<file path="src/rtl/ds_timer_pkg.sv">
// Shared types for the multi-channel dump/sustain delay timer.
// Channel FSM encoding and per-channel mode constants.
package ds_timer_pkg;

   typedef enum logic [1:0] {
      IDLE  = 2'd0,
      COUNT = 2'd1,
      FIRE  = 2'd2
   } ds_state_t;

   localparam logic DS_ONESHOT  = 1'b0;
   localparam logic DS_PERIODIC = 1'b1;

endpackage

</file>
<file path="src/rtl/ds_timer_ch.sv">
// One delay channel: arms on trig, counts d ticks, then strobes start for one cycle.
// Strobe lands the cycle after the d-th tick (d=0: cycle after trig); no backpressure.
module ds_timer_ch
   import ds_timer_pkg::*;
#(
   parameter int DW = 8
) (
   input  logic          clk_sys,
   input  logic          rst,
   input  logic          tick,
   input  logic          trig,
   input  logic          en,
   input  logic          mode,
   input  logic [DW-1:0] data,
   output logic          start,
   output logic          busy
);

   localparam logic [DW-1:0] ONE = {{(DW-1){1'b0}}, 1'b1};

   ds_state_t     state_q, state_d;
   logic [DW-1:0] cnt_q, cnt_d;
   logic [DW-1:0] dly_q, dly_d;
   logic          arm;

   always_comb begin
      state_d = state_q;
      cnt_d   = cnt_q;
      dly_d   = dly_q;
      // A trigger while counting restarts the channel and outranks a coincident tick.
      arm     = trig && en && (state_q == IDLE || state_q == COUNT);

      if (arm) begin
         dly_d = data;
         if (data == '0) begin
            state_d = FIRE;
         end else begin
            cnt_d   = data;
            state_d = COUNT;
         end
      end else begin
         unique case (state_q)
            IDLE: state_d = IDLE;
            COUNT: begin
               if (!en) begin
                  state_d = IDLE;
               end else if (tick) begin
                  if (cnt_q <= ONE) state_d = FIRE;
                  else              cnt_d   = cnt_q - ONE;
               end
            end
            FIRE: begin
               if (mode == DS_PERIODIC && en) begin
                  // A tick seen here already belongs to the next period.
                  if (dly_q == '0 || (tick && dly_q == ONE)) begin
                     state_d = FIRE;
                  end else begin
                     state_d = COUNT;
                     cnt_d   = tick ? dly_q - ONE : dly_q;
                  end
               end else begin
                  state_d = IDLE;
               end
            end
            default: state_d = IDLE;
         endcase
      end
   end

   always_ff @(posedge clk_sys) begin
      if (rst) begin
         state_q <= IDLE;
         cnt_q   <= '0;
         dly_q   <= '0;
      end else begin
         state_q <= state_d;
         cnt_q   <= cnt_d;
         dly_q   <= dly_d;
      end
   end

   assign start = (state_q == FIRE);
   assign busy  = (state_q != IDLE);

endmodule

</file>
<file path="src/rtl/ds_timer_mc.sv">
// Multi-channel dump/sustain timer: shared state_start edge detect feeding NCH channels.
// Strobe latency d ticks after the trigger edge (1 cycle when d=0); no backpressure.
module ds_timer_mc #(
   parameter int NCH = 2,
   parameter int DW  = 8
) (
   input  logic              clk_sys,
   input  logic              rst,
   input  logic              tick_10k,
   input  logic              state_start,
   input  logic [NCH-1:0]    dump_sustain,
   input  logic [NCH-1:0]    mode,
   input  logic [NCH*DW-1:0] dump_sustain_data,
   output logic [NCH-1:0]    start,
   output logic [NCH-1:0]    busy,
   output logic              start_any
);

   logic ss_q, ss_d;
   logic low_seen_q, low_seen_d;
   logic trig;

   // low_seen keeps a level already high at reset release from looking like an edge.
   always_comb begin
      ss_d       = state_start;
      low_seen_d = low_seen_q | ~state_start;
      trig       = state_start & ~ss_q & low_seen_q;
   end

   always_ff @(posedge clk_sys) begin
      if (rst) begin
         ss_q       <= 1'b0;
         low_seen_q <= 1'b0;
      end else begin
         ss_q       <= ss_d;
         low_seen_q <= low_seen_d;
      end
   end

   for (genvar i = 0; i < NCH; i++) begin : g_ch
      ds_timer_ch #(
         .DW (DW)
      ) u_ch (
         .clk_sys (clk_sys),
         .rst     (rst),
         .tick    (tick_10k),
         .trig    (trig),
         .en      (dump_sustain[i]),
         .mode    (mode[i]),
         .data    (dump_sustain_data[i*DW +: DW]),
         .start   (start[i]),
         .busy    (busy[i])
      );
   end

   assign start_any = |start;

endmodule

</file>
<file path="config.mk">
export PLATFORM = sky130hd
export DESIGN_NAME = ds_timer_mc
export DESIGN_NICKNAME = d
export VERILOG_FILES = /design/src/rtl/ds_timer_pkg.sv /design/src/rtl/ds_timer_ch.sv /design/src/rtl/ds_timer_mc.sv
export SDC_FILE = /design/constraint.sdc
export NUM_CORES = 1
export LEC_CHECK = 0
export CAP_MARGIN = 20
export CORE_UTILIZATION = 61
export CTS_CLUSTER_SIZE = 30
export DETAILED_ROUTE_END_ITERATION = 12
export PLACE_DENSITY_LB_ADDON = 0.2
export SLEW_MARGIN = 10
export SYNTH_ARGS = -nofsm -noshare
export SYNTH_HDL_FRONTEND = slang
export SYNTH_SLANG_ARGS = --single-unit
</file>
<file path="constraint.sdc">
create_clock -name clk_sys -period 5.6 [get_ports clk_sys]
set_input_delay 1.12 -clock clk_sys [delete_from_list [all_inputs] [get_ports clk_sys]]
set_output_delay 1.12 -clock clk_sys [all_outputs]
set_load 0.01 [all_outputs]
</file>
* After elaboration in Yosys (flattened, before gate mapping)
Index checks and enable logic that the tools add are counted.
** Word-level totals
- Input bits :: 24
- Flip-flop bits (word level) :: 38
- Output and inout port bits :: 5
- Logic and storage cells :: 102
** Operators by class
- Magnitude comparators :: 2
- Reduce and logical (&&, ||, !) cells :: 27
- Add/subtract/negate cells :: 4
- Multiplexer cells :: 34
- Equal/unequal tests :: 22
- Bitwise operators :: 5
** Operators by type and width (number)
- $mux 8 :: 16
- $logic_not 8->1 :: 4
- $pmux 8 s2 :: 2
- $sub 8x1->8 const B :: 4
- $mux 2 :: 14
- $ne 3x2->1 const B :: 6
- $eq 8x1->1 const B :: 2
- $le 8x1->1 const B :: 2
- $ne 4x3->1 const B :: 4
- $reduce_and 7->1 :: 2
- $ne 3x3->1 const B :: 4
- $logic_and 1x1->1 :: 8
- $pmux 2 s2 :: 2
- $reduce_bool 3->1 :: 2
- $eq 2x1->1 const B :: 2
- $eq 2x2->1 const B :: 2
- $logic_not 2->1 :: 2
- $logic_or 1x1->1 :: 4
- $ne 2x2->1 const B :: 2
- $reduce_and 2->1 :: 2
- $reduce_bool 2->1 :: 2
- $and 1x1->1 :: 2
- $not 1->1 :: 2
- $reduce_or 2->1 :: 1
- $or 1x1->1 :: 1

* Longest topological paths before layout
Gate-level depths: netlist (run 1).
- Depth in word-level cells :: 7
- Mapped depth :: 9

* By module
A second synthesis (run 1) with hierarchy kept.
** Unflattened totals
- Cells, all modules :: 336
- Area, all modules :: 2721.4 µm²
** Modules (own cells, without submodules)
- ds_timer_ch :: sequential area each 360.3 µm², area each 1326.3 µm², instances 2, cells each 164
- ds_timer_mc :: sequential area each 40.0 µm², area each 68.8 µm², instances 1, cells each 8

* Worst setup path after synthesis (run 1)
Ideal clock, no wire load.
- Kind :: input -> register
- From :: input port tick_10k
- To :: register g_ch[0].u_ch.cnt_q[4]
- Required time :: 5488 ps
- Stages on the path :: 7
- Library setup time :: 112 ps
- Slack :: 2968 ps
- Arrival :: 2520 ps
- Cell sequence :: clkbuf_1 > buf_2 > o41ai_1 > a211oi_1 > buf_2 > a211oi_1 > a2111oi_1
** On the way
- Longest elaborated chain between the ends :: 5
- Elaborated cells between the ends (all ways) :: 10
- Those cells by class :: eq/ne (2); mux (5); reduce/logical (3)
** RTL lines
- start, declared :: RTL line ds_timer_mc.sv:9 : input logic tick_10k,
- $mux 8 :: RTL line ds_timer_ch.sv:59 : cnt_d = tick ? dly_q - ONE : dly_q;
- $mux 8 :: RTL line ds_timer_ch.sv:55 : if (dly_q == '0 || (tick && dly_q == ONE)) begin
- $mux 8 :: RTL line ds_timer_ch.sv:53 : if (mode == DS_PERIODIC && en) begin
- $pmux 8 s2 :: RTL line ds_timer_ch.sv:42 : unique case (state_q)
- $mux 8 :: RTL line ds_timer_ch.sv:33 : if (arm) begin
- end signal, assigned :: RTL line ds_timer_ch.sv:77 : cnt_q <= cnt_d;
- end, declared :: RTL line ds_timer_ch.sv:22 : logic [DW-1:0] cnt_q, cnt_d;
Several ways; a longest one is shown, not always the timed one. The select of a mux whose other input is x is not followed.
A chain may end at the register's enable or synchronous reset.

* Final worst setup path (run 1)
- From :: input port state_start
- To :: register g_ch[1].u_ch.cnt_q[2]
** On the way
- Longest elaborated chain between the ends :: 6
- Elaborated cells between the ends (all ways) :: 13
- Those cells by class :: eq/ne (6); mux (1); bitwise (2); reduce/logical (4)
** RTL lines
- start, declared :: RTL line ds_timer_mc.sv:10 : input logic state_start,
- $and 1x1->1 * (2 in series) :: RTL line ds_timer_mc.sv:27 : trig = state_start & ~ss_q & low_seen_q;
- $logic_and 1x1->1 * (2 in series) :: RTL line ds_timer_ch.sv:31 : arm = trig && en && (state_q == IDLE || state_q == COUNT);
- $ne 3x2->1 (no line), or another cell as far along
- $reduce_and 7->1 (no line)
- end signal, assigned :: RTL line ds_timer_ch.sv:77
- end, declared :: RTL line ds_timer_ch.sv:22
Mark *: on every way between the ends. The rest lies on a longest branch, timed or not.

==> qor.yml, run 1 <==
cts_max_path_buffers: 2
vias: 2607
power.density_mw_per_mm2: 202
die_h_microns: 68.4
cts.clk_slew.worst_paths_ns: 0.07
max_slew_margin: 0.274
yosysTopAreaCell: "dfxtp_1"
drtAntennaViolNets: 0
startpoint_type: "input port"
finalInstanceArea_sq_mm: 0.00304
htreeDepth: 2
clkLatencyLatePin_ns: 0.29
grtUsageTotal: 0.306
rsz0062_at_grt: "false"
drive_above_1_share: 0.0600
post_cts_buffers: 0
core_sq_mm: 0.00412
syn-cell-area_sq_mm: 0.00269
fin_crit_ns: 3.55
cts_sinks: 38
ios: 29
ys_async_sr_fraction: 0
antenna_cells: 0
wire_per_inst_microns: 16.6
cp_top_family: "simple AND/OR/NAND/NOR gates"
yosysTopAreaCellShare: 0.283
drtIter0Drc: 208
yosys-top-cells-count: "nand2_1 (42), dfxtp_1 (38), a21oi_1 (27)"
grt_pass1_wl_microns: 10600
worst-endpoint-arrival_ns: 3.69
fmax_ghz: 0.282
cp-end-kind: "flop"
numCtsBuffers: 5
grt_pass1_vias: 2296
cap_violations: 0
drt_first_pass_iters: 5
status: "completed"
n_fill_cell: 344
gp_congestion: 0.897
syn-num-nets: 374
setup_viol: 0
yosysUniqueCellTypes: 62
grt-ovfl-total: 0
avgSynthCellArea_sq_um: 8.04
clock_tree.root_cell: "clkbuf_8"
rows: 23
finalHoldViolCount: 0
cts_tree: "yes"
start_util: 0.653
critPathRequiredTime_ns: 5.74
cts-resized-gates: 0
crit_path_top_delay_cell: "a21oi_1"
min_period_over_period: 0.634
crit_buf_inv: 1
cp_max_fo: 14
ir_worst_vdd_mv: 0.155
placed_area_sq_mm: 0.00294
hold_class: "reg -> reg"
worst_slew_pin_slew_ns: 1.09
finalClockSkew_ns: 0.00601
synth-edff-count: 0
cp_cell_sequence: "clkdlybuf4s50_1, nand3b_1, or2_2, a21oi_1, or2_0, a311oi_2"
drc: 0
holdBufCountCts: 0
grt_antenna_before_repair: 0
synth_top_flop_cell: "dfxtp_1"
crit_path_max_incr_delay_ns: 0.66
drt-total-wl_microns: 6620
finalNetCount: 390
area_delta_synth_final_pct: 13.3
ys_ff_latch: 38
leakage_uw: 0.00116
slew_viol_final: 0
yosysSeqAreaShare: 0.283
crit_type: "in -> reg"
dp_hpwl_microns: 4830
grt_max_degree: 29
synthTopCellsByArea: "dfxtp_1 (28%), ha_1 (7.5%), nand2_1 (5.9%), a21oi_1 (5.0%), xnor2_1 (2.9%)"
ys_warn_count: 0
tns_ns: 0
chipWidth_microns: 68.4
die_area_sq_mm: 0.00467
yosysMostFrequentCell: "nand2_1"
utilization: 0.740
postSynthCellCount: 334
viasPerCell: 6.52
portBuffers: 28
-- sequential cells by signal, indices dropped and copies added, names as in the netlist --
name,flops
ss_q,1
low_seen_q,1
g_ch.u_ch.cnt_q,16
g_ch.u_ch.dly_q,16
g_ch.u_ch.state_q,4
-- cells by family (layout without fill, tap and decap cells) --
group           count (synthesis)  in the layout  share of synthesized area
simple gates                  119            119                      0.235
xor+xnor                       15             15                     0.0489
fa+ha+maj                      16             16                     0.0745
flops                          38             38                      0.283
compound gates                 98             98                      0.265
buf+inv                        41             57                     0.0666
mux                             7              7                     0.0265
-- area by class of cell --
class                           count  area (sq um)  share of cell area
Clock buffer                        7          76.3              0.0251
Inverter                           18          67.6              0.0222
Sequential cell                    38           761               0.250
Multi-Input combinational cell    255          1750               0.574
Timing Repair Buffer               32           330               0.109
Tap cell                           50          62.6              0.0206
-- per-stage QoR --
step	hold WS, ns	cells	total power (uW)	worst slack (ns)
after global routing	0.488	400	649	1.93
final	0.452	400	616	2.05
after CTS	0.460	399	616	2.10
after global placement	0.441	392	436	1.91
after floorplan	0.430	334	398	2.97
after detailed placement	0.451	392	439	1.81
-- per-layer routing --
| layer | track usage | vias up | share of wire |
|---|---|---|---|
| met5 | 0 | - | 0 |
| met4 | 0.109 | 0 | 0.022 |
| met3 | 0.0617 | 16 | 0.063 |
| met2 | 0.475 | 96 | 0.45 |
| met1 | 0.414 | 1231 | 0.46 |
| li1 | - | 1264 | - |
-- final timing paths --
| check | startpoint | endpoint | slack (ns) | cells after the start |
|---|---|---|---|---|
| hold reg to reg | low_seen_q$_SDFF_PP0_ | low_seen_q$_SDFF_PP0_ | 0.45 | 2 |
| hold / removal | low_seen_q$_SDFF_PP0_ | low_seen_q$_SDFF_PP0_ | 0.45 | 2 |
| setup / recovery | state_start | g_ch[1].u_ch.cnt_q[2]$_SDFFE_PP0P_ | 2.05 | 6 |
| setup reg to reg | g_ch[1].u_ch.state_q[0]$_SDFFE_PP0P_ | g_ch[1].u_ch.cnt_q[2]$_SDFFE_PP0P_ | 2.80 | 7 |
-- worst register-to-register path: stages (launching register included) --
cell	delay [ns]
dfxtp_1	0.31
inv_1	0.10
ha_1	0.54
and2_1	0.29
o41ai_4	0.11
a221oi_2	0.61
or2_0	0.52
a311oi_2	0.18
-- power by group --
group	switching (uW)	internal (uW)	leakage, uW
combinational	74.2	71.7	0.000817
clock	91.3	85.7	0.0000383
sequential	13.1	280	0.000309
total	179	438	0.00116
-- cells in the final DEF, fill, tap and decap left out, types with 5 or more instances in the layout --
cell type / count
or3_1: 7
xnor2_1: 9
ha_1: 16
nor3_1: 11
a21oi_1: 27
o31ai_1: 6
clkbuf_8: 5
nor2_1: 10
nand3_1: 8
xor2_1: 6
o221ai_1: 6
o211ai_1: 8
mux2i_1: 6
nor4_1: 10
or4_1: 5
nand2_1: 42
o21ai_0: 10
dfxtp_1: 38
nand2b_1: 5
a31oi_1: 7
clkdlybuf4s50_1: 28
inv_1: 18
(Power assumes the default switching activity.)
==> inputs of run 2 (changes only) <==
--- a/config.mk
+++ b/config.mk
@@ -6,7 +6,7 @@
 export NUM_CORES = 1
 export LEC_CHECK = 0
 export CAP_MARGIN = 20
-export CORE_UTILIZATION = 61
+export CORE_UTILIZATION = 51
 export CTS_CLUSTER_SIZE = 30
 export DETAILED_ROUTE_END_ITERATION = 12
 export PLACE_DENSITY_LB_ADDON = 0.2
==> constraint.sdc (replaced) <==
create_clock -name clk_sys -period 3 [get_ports clk_sys]
set_input_delay 0.6 -clock clk_sys [delete_from_list [all_inputs] [get_ports clk_sys]]
set_output_delay 0.6 -clock clk_sys [all_outputs]
set_load 0.01 [all_outputs]
==> qor.yml, run 2 (synthesis results as in run 1) <==
crit_buf_inv: 2
chipWidth_microns: 74.6
die_h_microns: 74.6
slew_viol_final: 0
tns_ns: 0
antenna_cells: 0
grtUsageTotal: 0.273
gp_congestion: 0.849
clkLatencyLatePin_ns: 0.30
reg_top3: "g_ch.u_ch.cnt_q x16, g_ch.u_ch.dly_q x16, g_ch.u_ch.state_q x4"
rsz0062_at_grt: "false"
crit_path_max_incr_delay_ns: 0.49
leakage_uw: 0.00123
drc: 0
numCtsBuffers: 5
cts_tree: "yes"
cts_sinks: 38
power.density_mw_per_mm2: 379
cp-end-kind: "output port"
die_area_sq_mm: 0.00556
min-delay-start: "low_seen_q$_SDFF_PP0_"
fin_crit_ns: 2.49
final_cells: 433
ios: 29
portBuffers: 28
drt-total-wl_microns: 7090
dpl.cell_count: 425
final_common_cell: "nand2_1"
rr_startpoint: "g_ch[0].u_ch.dly_q[2]$_SDFFE_PP0P_"
final_cell_mix: "nand2_1 (42), dfxtp_1 (38), clkdlybuf4s50_1 (28)"
cap_violations: 0
drtAntennaViolNets: 0
htreeDepth: 2
ir_worst_vdd_mv: 0.228
critPathRequiredTime_ns: 2.40
cp_top_family: "buffers and inverters"
worst_slew_pin_slew_ns: 0.549
finalHoldViolCount: 0
wire_per_inst_microns: 16.4
r2r-end: "g_ch[0].u_ch.cnt_q[2]$_SDFFE_PP0P_"
vias: 2627
crit_type: "reg -> out"
cts.clk_slew.worst_paths_ns: 0.07
cts-resized-gates: 0
r2r_slack_ns: 0.82
status: "completed"
max_slew_margin: 0.631
cp_max_fo: 11
crit_path_top_delay_cell: "clkdlybuf4s50_1"
grt_antenna_before_repair: 0
finalClockSkew_ns: 0.0120
n_fill_cell: 484
clock_tree.root_cell: "clkbuf_8"
min_period_over_period: 0.830
dp_hpwl_microns: 5230
startpoint_type: "flop"
setup_viol: 0
rows: 26
core_sq_mm: 0.00507
grt_pass1_wl_microns: 11300
reg2reg_depth: 6
holdPathEnd: "low_seen_q$_SDFF_PP0_"
post_cts_buffers: 0
drive_above_1_share: 0.0964
drtIter0Drc: 246
cp_cell_sequence: "inv_1, ha_1, or2_2, clkdlybuf4s50_1"
grt_pass1_vias: 2342
drt_first_pass_iters: 5
fmax_ghz: 0.401
holdBufCountCts: 0
hold_depth: 2
cts_max_path_buffers: 2
finalNetCount: 402
worst-endpoint-arrival_ns: 1.89
grt_max_degree: 28
hold_class: "reg -> reg"
start_util: 0.529
viasPerCell: 6.07
area_delta_synth_final_pct: 17.4
grt-ovfl-total: 0
-- run 2: worst max-delay path by stage --
| stage | from | to | slack, ns | depth (start not counted) |
|---|---|---|---|---|
| 2_1_floorplan | tick_10k | g_ch[0].u_ch.cnt_q[4]$_SDFFE_PP0P_ | 0.89 | 7 |
| 3_3_place_gp | tick_10k | g_ch[0].u_ch.cnt_q[7]$_SDFFE_PP0P_ | 0.36 | 6 |
| 3_5_place_dp | dump_sustain_data[1] | g_ch[0].u_ch.cnt_q[5]$_SDFFE_PP0P_ | 0.26 | 6 |
| 4_1_cts | g_ch[0].u_ch.state_q[0]$_SDFFE_PP0P_ | start_any | 0.51 | 4 |
| 5_1_grt | tick_10k | g_ch[0].u_ch.cnt_q[4]$_SDFFE_PP0P_ | 0.42 | 7 |
| 6_report | g_ch[0].u_ch.state_q[0]$_SDFFE_PP0P_ | start_any | 0.51 | 4 |
-- run 2: metal layers --
| metal | wire length (microns) | track usage | vias to the layer above | share of wire |
|---|---|---|---|---|
| met1 | 3310 | 0.384 | 1216 | 0.47 |
| met5 | 0 | 0 | - | 0 |
| met3 | 445 | 0.0434 | 15 | 0.063 |
| met2 | 3210 | 0.427 | 106 | 0.45 |
| li1 | - | - | 1290 | - |
| met4 | 123 | 0.0839 | 0 | 0.017 |
-- run 2: through the flow --
| step | util | setup slack, ns | total power [uW] | instance area (sq um) | hold WS, ns |
|---|---|---|---|---|---|
| after floorplan | - | 0.888 | 742 | 2690 | 0.430 |
| after global placement | 0.604 | 0.356 | 829 | 3060 | 0.436 |
| after detailed placement | 0.604 | 0.258 | 831 | 3060 | 0.444 |
| after CTS | 0.622 | 0.508 | 1200 | 3150 | 0.454 |
| after global routing | 0.622 | 0.417 | 1250 | 3150 | 0.501 |
| final | 0.622 | 0.509 | 1200 | 3150 | 0.452 |
-- run 2: cell type report --
type	instances	area (sq um)	share of cell area
Sequential cell	38	761	0.241
Inverter	18	67.6	0.0214
Clock inverter	1	5.00	0.00159
Tap cell	70	87.6	0.0278
Clock buffer	7	86.3	0.0274
Multi-Input combinational cell	255	1750	0.554
Timing Repair Buffer	44	400	0.127
-- run 2: report_power, final --
part / total (uW) / switching [uW] / internal (uW)
clock: 370 / 184 / 186
combinational: 278 / 140 / 138
sequential: 548 / 24.8 / 523
-- run 2: worst register-to-register path, delay by kind of cell, from the launching register on --
kind | cells | cell delay (ns)
flip-flops | 1 | 0.38
buffers and inverters | 1 | 0.20
AO/OA/AOI/OAI | 2 | 0.33
AND/OR/NAND/NOR | 3 | 1.16
